===== src/rtl/rca_seq_pkg.sv =====
// rtl/rca_seq_pkg.sv - shared FSM state type and operation codes for rca_word_seq
package rca_seq_pkg;

    typedef enum logic [1:0] {
        IDLE = 2'd0,
        RUN  = 2'd1,
        DONE = 2'd2
    } state_t;

    localparam logic OP_ADD = 1'b0;
    localparam logic OP_SUB = 1'b1;

endpackage


===== src/rtl/rca_word_seq_if.sv =====
// rtl/rca_word_seq_if.sv - request/result handshake bundle for rca_word_seq
interface rca_word_seq_if #(
    parameter int NIBBLES = 4
);
    localparam int W = 4 * NIBBLES;

    logic         in_valid;
    logic         in_ready;
    logic         op;
    logic [W-1:0] a;
    logic [W-1:0] b;
    logic         out_valid;
    logic         out_ready;
    logic [W-1:0] result;
    logic         cout;
    logic         ovf;

    modport master (
        output in_valid, op, a, b, out_ready,
        input  in_ready, out_valid, result, cout, ovf
    );

    modport slave (
        input  in_valid, op, a, b, out_ready,
        output in_ready, out_valid, result, cout, ovf
    );

endinterface


===== src/rtl/nibble_add.sv =====
// rtl/nibble_add.sv - 4-bit combinational ripple-carry adder slice
module nibble_add (
    input  logic [3:0] a,
    input  logic [3:0] b,
    input  logic       cin,
    output logic [3:0] sum,
    output logic       cout
);

    logic [4:0] c;

    assign c[0] = cin;

    for (genvar i = 0; i < 4; i++) begin : g_bit
        assign sum[i]  = a[i] ^ b[i] ^ c[i];
        assign c[i+1]  = (a[i] & b[i]) | (c[i] & (a[i] ^ b[i]));
    end

    assign cout = c[4];

endmodule


===== src/rtl/rca_word_seq.sv =====
// rtl/rca_word_seq.sv - word add/subtract computed one nibble per cycle through a
// single shared ripple slice, LSB nibble first, with a valid/ready result hold.
module rca_word_seq
    import rca_seq_pkg::*;
#(
    parameter int NIBBLES = 4
) (
    input  logic          clk,
    input  logic          rst,
    rca_word_seq_if.slave bus
);

    localparam int W     = 4 * NIBBLES;
    localparam int IDX_W = $clog2(NIBBLES);

    state_t             state_q, state_d;
    logic [W-1:0]       a_q, a_d;
    logic [W-1:0]       bx_q, bx_d;
    logic [W-1:0]       result_q, result_d;
    logic [IDX_W-1:0]   idx_q, idx_d;
    logic               carry_q, carry_d;
    logic               cout_q, cout_d;
    logic               ovf_q, ovf_d;

    logic [3:0]         slice_a, slice_b, slice_sum;
    logic               slice_cout;
    logic               last_nib;

    assign slice_a  = a_q[4*idx_q +: 4];
    assign slice_b  = bx_q[4*idx_q +: 4];
    assign last_nib = (idx_q == IDX_W'(NIBBLES - 1));

    nibble_add u_nibble_add (
        .a    (slice_a),
        .b    (slice_b),
        .cin  (carry_q),
        .sum  (slice_sum),
        .cout (slice_cout)
    );

    // State register
    always_ff @(posedge clk) begin
        if (rst) begin
            state_q <= IDLE;
        end else begin
            state_q <= state_d;
        end
    end

    // Next-state logic
    always_comb begin
        state_d = state_q;
        case (state_q)
            IDLE:    if (bus.in_valid) state_d = RUN;
            RUN:     if (last_nib)     state_d = DONE;
            DONE:    if (bus.out_ready) state_d = IDLE;
            default: state_d = IDLE;
        endcase
    end

    // Outputs
    always_comb begin
        bus.in_ready  = (state_q == IDLE);
        bus.out_valid = (state_q == DONE);
    end

    assign bus.result = result_q;
    assign bus.cout   = cout_q;
    assign bus.ovf    = ovf_q;

    // Subtract is a + ~b + 1: b is inverted at capture and the +1 rides in as the first carry.
    always_comb begin
        a_d      = a_q;
        bx_d     = bx_q;
        result_d = result_q;
        idx_d    = idx_q;
        carry_d  = carry_q;
        cout_d   = cout_q;
        ovf_d    = ovf_q;
        case (state_q)
            IDLE: begin
                if (bus.in_valid) begin
                    a_d     = bus.a;
                    bx_d    = bus.b ^ {W{bus.op}};
                    carry_d = (bus.op == OP_SUB);
                    idx_d   = '0;
                end
            end
            RUN: begin
                result_d[4*idx_q +: 4] = slice_sum;
                carry_d                = slice_cout;
                if (last_nib) begin
                    cout_d = slice_cout;
                    ovf_d  = (a_q[W-1] == bx_q[W-1]) && (slice_sum[3] != a_q[W-1]);
                end else begin
                    idx_d = idx_q + 1'b1;
                end
            end
            default: ;
        endcase
    end

    always_ff @(posedge clk) begin
        if (rst) begin
            a_q      <= '0;
            bx_q     <= '0;
            result_q <= '0;
            idx_q    <= '0;
            carry_q  <= 1'b0;
            cout_q   <= 1'b0;
            ovf_q    <= 1'b0;
        end else begin
            a_q      <= a_d;
            bx_q     <= bx_d;
            result_q <= result_d;
            idx_q    <= idx_d;
            carry_q  <= carry_d;
            cout_q   <= cout_d;
            ovf_q    <= ovf_d;
        end
    end

endmodule


===== src/flat_wrapper.sv =====
// flat-port wrapper written by rule: the top's interface ports become plain ports
module rca_word_seq_flat import rca_seq_pkg::*;
#(
    parameter int NIBBLES = 4
)
  (clk, rst, bus_in_valid, bus_op, bus_a, bus_b, bus_out_ready, bus_in_ready, bus_out_valid, bus_result, bus_cout, bus_ovf);
  rca_word_seq_if #(.NIBBLES(NIBBLES)) bus_i ();
  input  logic clk;
  input  logic rst;
  input wire logic [$bits(bus_i.in_valid)-1:0] bus_in_valid;
  input wire logic [$bits(bus_i.op)-1:0] bus_op;
  input wire logic [$bits(bus_i.a)-1:0] bus_a;
  input wire logic [$bits(bus_i.b)-1:0] bus_b;
  input wire logic [$bits(bus_i.out_ready)-1:0] bus_out_ready;
  output wire logic [$bits(bus_i.in_ready)-1:0] bus_in_ready;
  output wire logic [$bits(bus_i.out_valid)-1:0] bus_out_valid;
  output wire logic [$bits(bus_i.result)-1:0] bus_result;
  output wire logic [$bits(bus_i.cout)-1:0] bus_cout;
  output wire logic [$bits(bus_i.ovf)-1:0] bus_ovf;
  assign bus_i.in_valid = bus_in_valid;
  assign bus_i.op = bus_op;
  assign bus_i.a = bus_a;
  assign bus_i.b = bus_b;
  assign bus_i.out_ready = bus_out_ready;
  assign bus_in_ready = bus_i.in_ready;
  assign bus_out_valid = bus_i.out_valid;
  assign bus_result = bus_i.result;
  assign bus_cout = bus_i.cout;
  assign bus_ovf = bus_i.ovf;
  rca_word_seq #(.NIBBLES(NIBBLES)) u_core (.clk(clk), .rst(rst), .bus(bus_i));
endmodule

===== config.mk =====
export PLATFORM = sky130hd
export DESIGN_NAME = rca_word_seq_flat
export DESIGN_NICKNAME = d
export VERILOG_FILES = /design/src/rtl/rca_seq_pkg.sv /design/src/rtl/rca_word_seq_if.sv /design/src/rtl/nibble_add.sv /design/src/rtl/rca_word_seq.sv /design/src/flat_wrapper.sv
export SDC_FILE = /design/constraint.sdc
export NUM_CORES = 1
export LEC_CHECK = 0
export CAP_MARGIN = 20
export CORE_UTILIZATION = 47
export CTS_BUF_LIST = sky130_fd_sc_hd__clkbuf_8
export CTS_CLUSTER_SIZE = 20
export DETAILED_ROUTE_END_ITERATION = 10
export PLACE_DENSITY = 0.78
export SYNTH_ARGS = -nofsm -noshare
export SYNTH_HDL_FRONTEND = slang
export SYNTH_HIERARCHICAL = 1
export SYNTH_SLANG_ARGS = --single-unit

===== constraint.sdc =====
create_clock -name clk -period 3.5 [get_ports clk]
set_clock_uncertainty 0.15 [all_clocks]
set_input_delay 1.05 -clock clk [delete_from_list [all_inputs] [get_ports clk]]
set_output_delay 1.05 -clock clk [all_outputs]
set_load 0.05 [all_outputs]

==> results.yml <==
outcome:
  status: "completed"
drt:
  drtPass1Iterations: 5
  drt-initial-drc-count: 107
  avgViaCountPerCell: 5.19
  routed_wirelength_mm: 5.35
  ant_nets: 0
  wl_per_cell_um: 13.5
  vias: 2059
  route.detailed.drc: 0
synthesis:
  yosys-top-cells-area: "dfxtp_1 (42%), mux4_2 (6.9%), nand2_1 (6.2%), xnor2_1 (5.4%), a21oi_1 (5.2%)"
  synthesis.nets: 327
  ys_seq_area_share_pct: 42.3
  synth_top_area_cell: "dfxtp_1"
  syn_avg_cell_area_um2: 9.27
  ys_ff_latch: 55
  netlist_instances: 281
  synth_top_area_share_pct: 42.3
  synth_cell_types: 33
  ys.warnings.count: 6
  synthesis.area_mm2: 0.00260
pwr:
  p_leak_nw: 1.17
  worst_ir_drop_vdd_mv: 0.295
  total_power_w: 0.00124
  powerDensity_mw_per_mm2: 381
layout:
  fin_util_pct: 62.4
  final_cell_mix: "clkdlybuf4s50_1 (55), dfxtp_1 (55), nand2_1 (43), a21oi_1 (27), nor2_1 (20)"
  area_delta_synth_final_pct: 25.5
  nNetsFinal: 374
  stdcell_count: 397
  drive_gt1_share_pct: 7.34
  n_antenna_cell: 0
global_routing:
  grt-busiest-layer: "met2"
  met1_usage_pct: 25.5
  gr-usage-met3_pct: 3.95
  grt.overflow.total: 0
  use_met2_pct: 34.0
  grtUsageTotal_pct: 20.2
  grt_pass1_wl_mm: 9.43
  grt_pass1_vias: 1987
  antenna_found_initial: 0
  grt_max_degree: 58
floorplan:
  core_mm2: 0.00524
  num_rows: 26
  ios: 57
  die_area_mm2: 0.00584
  die_y_um: 76.5
  die_w_um: 76.5
  initial_core_util_pct: 49.7
clock_tree:
  cts_max_path_buffers: 2
  cts_buffers: 5
  clk_latency_ns: 0.30
  cts_sinks: 55
  cts.clk_slew.worst_paths_ns: 0.09
  cts_repair_resize_count: 0
  htreeDepth: 2
  tritoncts: "built"
  postCtsHoldBufs: 0
  post_cts_buffers: 0
  root_buffer: "clkbuf_8"
worst_setup_path:
  worstPathRequired_ns: 3.56
  arrival_ns: 3.32
  endpoint_kind: "flip-flop"
  critical_path_class: "flip-flop to flip-flop"
  setup.worst_path.start_class: "flip-flop"
  path_max_fanout: 6
sta:
  slew_headroom_pct: 48.2
  hold_violations: 0
  worst_pin_slew_ns: 0.767
  final_max_slew_viol_count: 0
  fmax_mhz: 307
  period_share_pct: 93.2
  rsz0062_at_grt: "false"
  layout_setup_ws_ns: 0.239
  fin_crit_ns: 3.26
  setup_viol_count_final: 0
  setup_tns_ns: 0
placement:
  dp_cells: 391
  place.port_buffers: 56
  gp_congestion: 0.758
  hpwl_mm: 3.84
  dp_slack_ns: 0.245
hold_path:
  hold_path.class: "flip-flop to flip-flop"
flow_run:
  max_cap_violations: 0
==> power breakdown <==
group | internal, W | total [W] | switching, W
Combinational | 0.000118 | 0.000249 | 0.000130
Sequential | 0.000659 | 0.000682 | 0.0000232
Clock | 0.000131 | 0.000314 | 0.000183
==> final cells by class <==
cell class                 count  area [µm²]
inverter                      14        52.6
clock inverter                 1        3.75
clock buffer                   5        68.8
tap                           70        87.6
multi-input combinational    190        1350
fill                         466        1970
sequential                    55        1100
timing repair buffer          62         601
==> critical path, cell delays in order (launching register included) <==
cell and delay [ns]:
dfxtp_1 0.43, mux4_2 0.56, fa_1 0.42, inv_1 0.07, fa_1 0.15, inv_1 0.05, fa_1 0.36, inv_1 0.07
fa_1 0.40, inv_1 0.17, a21oi_1 0.10, a211oi_1 0.25
==> cells by family (layout without fill, tap and decap cells) <==
group | count (synthesis) | in the layout | share of synthesized area, %
compound gates | 55 | 55 | 13.7
xor+xnor | 16 | 16 | 5.38
fa+ha+maj | 9 | 9 | 5.48
buf+inv | 36 | 82 | 6.00
flops | 55 | 55 | 42.3
mux | 9 | 9 | 7.30
simple gates | 101 | 101 | 19.8
==> metal layers <==
layer | vias to the layer above | wire length (µm)
li1 | 1054 | -
met1 | 943 | 2460
met2 | 51 | 2580
met3 | 11 | 178
met4 | 0 | 133
met5 | - | 0
==> final timing paths <==
check	to	slack [ns]	start	cells after the start
max	u_core/bus.ovf	0.24	u_core/idx_q[0]	11
min	u_core/a_q[6]	0.31	u_core/a_q[6]	2
max reg2reg	u_core/bus.ovf	0.24	u_core/idx_q[0]	11
min reg2reg	u_core/a_q[6]	0.31	u_core/a_q[6]	2
==> registers in the layout (all words and copies together) (netlist names) <==
register,count
u_core/bus.result,16
u_core/state_q,2
u_core/bx_q,16
u_core/bus.cout,1
u_core/carry_q,1
u_core/idx_q,2
u_core/bus.ovf,1
u_core/a_q,16
==> cells in the mapped netlist (all sizes together) <==
cell type	n
xnor2	16
clkbuf	10
o31ai	1
buf	12
a21oi	27
mux2i	1
or3	1
nor2	20
a2111oi	1
or3b	3
nand3b	3
fa	4
dfxtp	55
nor3	4
nor3b	10
inv	14
nor2b	1
nand3	8
ha	5
and3b	4
mux4	8
a31o	8
nand2b	2
nor4b	1
a211oi	17
o32ai	1
and2b	1
nand2	43
==> metrics by stage <==
stage	hold slack (ns)	instance area (µm²)
2_1_floorplan	0.283	2610
3_3_place_gp	0.296	3200
3_5_place_dp	0.297	3200
4_1_cts	0.309	3270
5_1_grt	0.328	3270
6_report	0.307	3270
Note: power is estimated with default switching activity, not from simulation.
==> patch, RTL diff (same settings) <==
`NIBBLES` is set to 4 in 3 places; all go to 2.
--- a/src/rtl/rca_word_seq_if.sv
+++ b/src/rtl/rca_word_seq_if.sv
@@ -1,6 +1,6 @@
 // rtl/rca_word_seq_if.sv - request/result handshake bundle for rca_word_seq
 interface rca_word_seq_if #(
-    parameter int NIBBLES = 4
+    parameter int NIBBLES = 2
 );
     localparam int W = 4 * NIBBLES;
 
--- a/src/rtl/rca_word_seq.sv
+++ b/src/rtl/rca_word_seq.sv
@@ -3,7 +3,7 @@
 module rca_word_seq
     import rca_seq_pkg::*;
 #(
-    parameter int NIBBLES = 4
+    parameter int NIBBLES = 2
 ) (
     input  logic          clk,
     input  logic          rst,
--- a/src/flat_wrapper.sv
+++ b/src/flat_wrapper.sv
@@ -1,7 +1,7 @@
 // flat-port wrapper written by rule: the top's interface ports become plain ports
 module rca_word_seq_flat import rca_seq_pkg::*;
 #(
-    parameter int NIBBLES = 4
+    parameter int NIBBLES = 2
 )
   (clk, rst, bus_in_valid, bus_op, bus_a, bus_b, bus_out_ready, bus_in_ready, bus_out_valid, bus_result, bus_cout, bus_ovf);
   rca_word_seq_if #(.NIBBLES(NIBBLES)) bus_i ();
Interface: changed (resized bus_a, bus_b and bus_result); port bits go from 57 to 33. No check against the original RTL was run, so the function may have changed too.
==> patch against the unedited design <==
- the flow now finishes with violations (design-rule violations)
- combinational power down 28%
- cell area fell by 43%
- worst hold slack gained 0.0023 ns
- fmax rose by 4.0%
- area after synthesis fell by 44%
- setup slack improved by 0.12 ns
- sequential cell count decreased by 25
- power shrank 29%
- via count decreased by 45%
- wire length is 47% lower
- sequential power is 44% lower
- largest cell class unchanged
==> patch: results (changes against the unedited design) <==
{
  "outcome": {"value": "finished, violations left", "change": "was finished clean"},
  "failed_checks": {"value": "design-rule violations"},
  "area_occupied_by_registers": {"value": 601, "unit": "sq um", "change": "was 0.00110 sq mm"},
  "place.gp.congestion": {"value": 0.790, "change": "was 0.758"},
  "synthTopCellsByCount": {"value": "dfxtp_1 (30), nand2_1 (20), a21oi_1 (17), nor2_1 (17), inv_1 (13)", "change": "was dfxtp_1 (55), nand2_1 (43), a21oi_1 (27)"},
  "worstSetupStartpoint": {"value": "u_core/idx_q", "change": "was u_core/idx_q[0]"},
  "dpl-instance-area": {"value": 0.00176, "unit": "sq mm", "change": "was 0.00320 sq mm"},
  "grtUsageTotal": {"value": 20.1, "unit": "%", "change": "was 20.2%"},
  "cellLeakagePower": {"value": 0.745, "unit": "nW", "change": "was 1.17 nW"},
  "first_global_vias": {"value": 1181, "change": "was 1987"},
  "crit_path_top_delay_cell": {"value": "dfxtp_1", "change": "was mux4_2"},
  "grt_use_met3": {"value": 6.70, "unit": "%", "change": "was 3.95%"},
  "final_nets": {"value": 214, "change": "was 374"},
  "grt_pass1_wl": {"value": 4950, "unit": "microns", "change": "was 9430 microns"},
  "avgRoutedWirePerCell": {"value": 12.8, "unit": "microns", "change": "was 13.5 microns"},
  "syn-instance-count": {"value": 159, "change": "was 281"},
  "drt_iter0_markers": {"value": 23, "change": "was 107"},
  "min_delay_worst_endpoint": {"value": "u_core/a_q[4]", "change": "was u_core/a_q[6]"},
  "avgViaCountPerCell": {"value": 5.14, "change": "was 5.19"},
  "post-route-min-period": {"value": 3.14, "unit": "ns", "change": "was 3.26 ns"},
  "length_of_routed_wiring_on_met1": {"value": 1190, "unit": "microns", "change": "was 2460 microns"},
  "vias": {"value": 1137, "change": "was 2059"},
  "routed-wl-met3": {"value": 131, "unit": "microns", "change": "was 178 microns"},
  "final_layout_size_suffix_gt1_share": {"value": 13.7, "unit": "%", "change": "was 7.34%"},
  "critical-path-max-stage-delay": {"value": 0.46, "unit": "ns", "change": "was 0.56 ns"},
  "grt_start_max_net_pins": {"value": 25, "change": "was 58"},
  "hold_path_startpoint": {"value": "u_core/a_q[4]", "change": "was u_core/a_q[6]"},
  "critical_path_arrival": {"value": 3.15, "unit": "ns", "change": "was 3.32 ns"},
  "met2_usage": {"value": 35.2, "unit": "%", "change": "was 34.0%"},
  "met2WireLength": {"value": 1460, "unit": "microns", "change": "was 2580 microns"},
  "place.detailed.hpwl": {"value": 2150, "unit": "microns", "change": "was 3840 microns"},
  "post_synth_main_area_contributors": {"value": "dfxtp_1 (41%), mux2_2 (7.0%), a21oi_1 (5.9%)", "change": "was dfxtp_1 (42%), mux4_2 (6.9%), nand2_1 (6.2%)"},
  "dr.pass1.iters": {"value": 7, "change": "was 5"},
  "path_clk_slew": {"value": 0.06, "unit": "ns", "change": "was 0.09 ns"},
  "total_drc_errors_in_the_routed_layout": {"value": 4, "change": "was 0"},
  "final.fill_count": {"value": 248, "change": "was 466"},
  "post_synth_num_cell_types": {"value": 25, "change": "was 33"},
  "worst_slew_pin_tran": {"value": 0.596, "unit": "ns", "change": "was 0.767 ns"}
}
patch: changes by cell type after synthesis, sizes merged, moves of 9 or more:
cell    before  now
dfxtp       55   30
nand2       43   20
a21oi       27   17
a211oi      17    8
mux2         0    9
patch: cell type report:
| type | count | share of cell area [%] |
|---|---|---|
| Inverter | 13 | 2.62 |
| Clock buffer | 8 | 5.90 |
| Tap cell | 31 | 2.08 |
| Sequential cell | 30 | 32.2 |
| Timing Repair Buffer | 35 | 18.4 |
| Multi-Input combinational cell | 104 | 38.8 |
patch: where the power goes:
part | internal, W | leakage (nW) | switching, W
Clock | 0.000198 | 0.0575 | 0.000119
Combinational | 0.0000828 | 0.441 | 0.0000971
Sequential | 0.000366 | 0.246 | 0.0000178
patch: cell families after synthesis:
family	Yosys count	share of synthesized area [%]
adder cells (fa/ha/maj)	4	5.51
AO/OA/AOI/OAI	32	14.5
multiplexers	14	10.4
buffers and inverters	25	8.86
flip-flops	30	41.3
AND/OR/NAND/NOR	46	14.6
XOR/XNOR	8	4.82
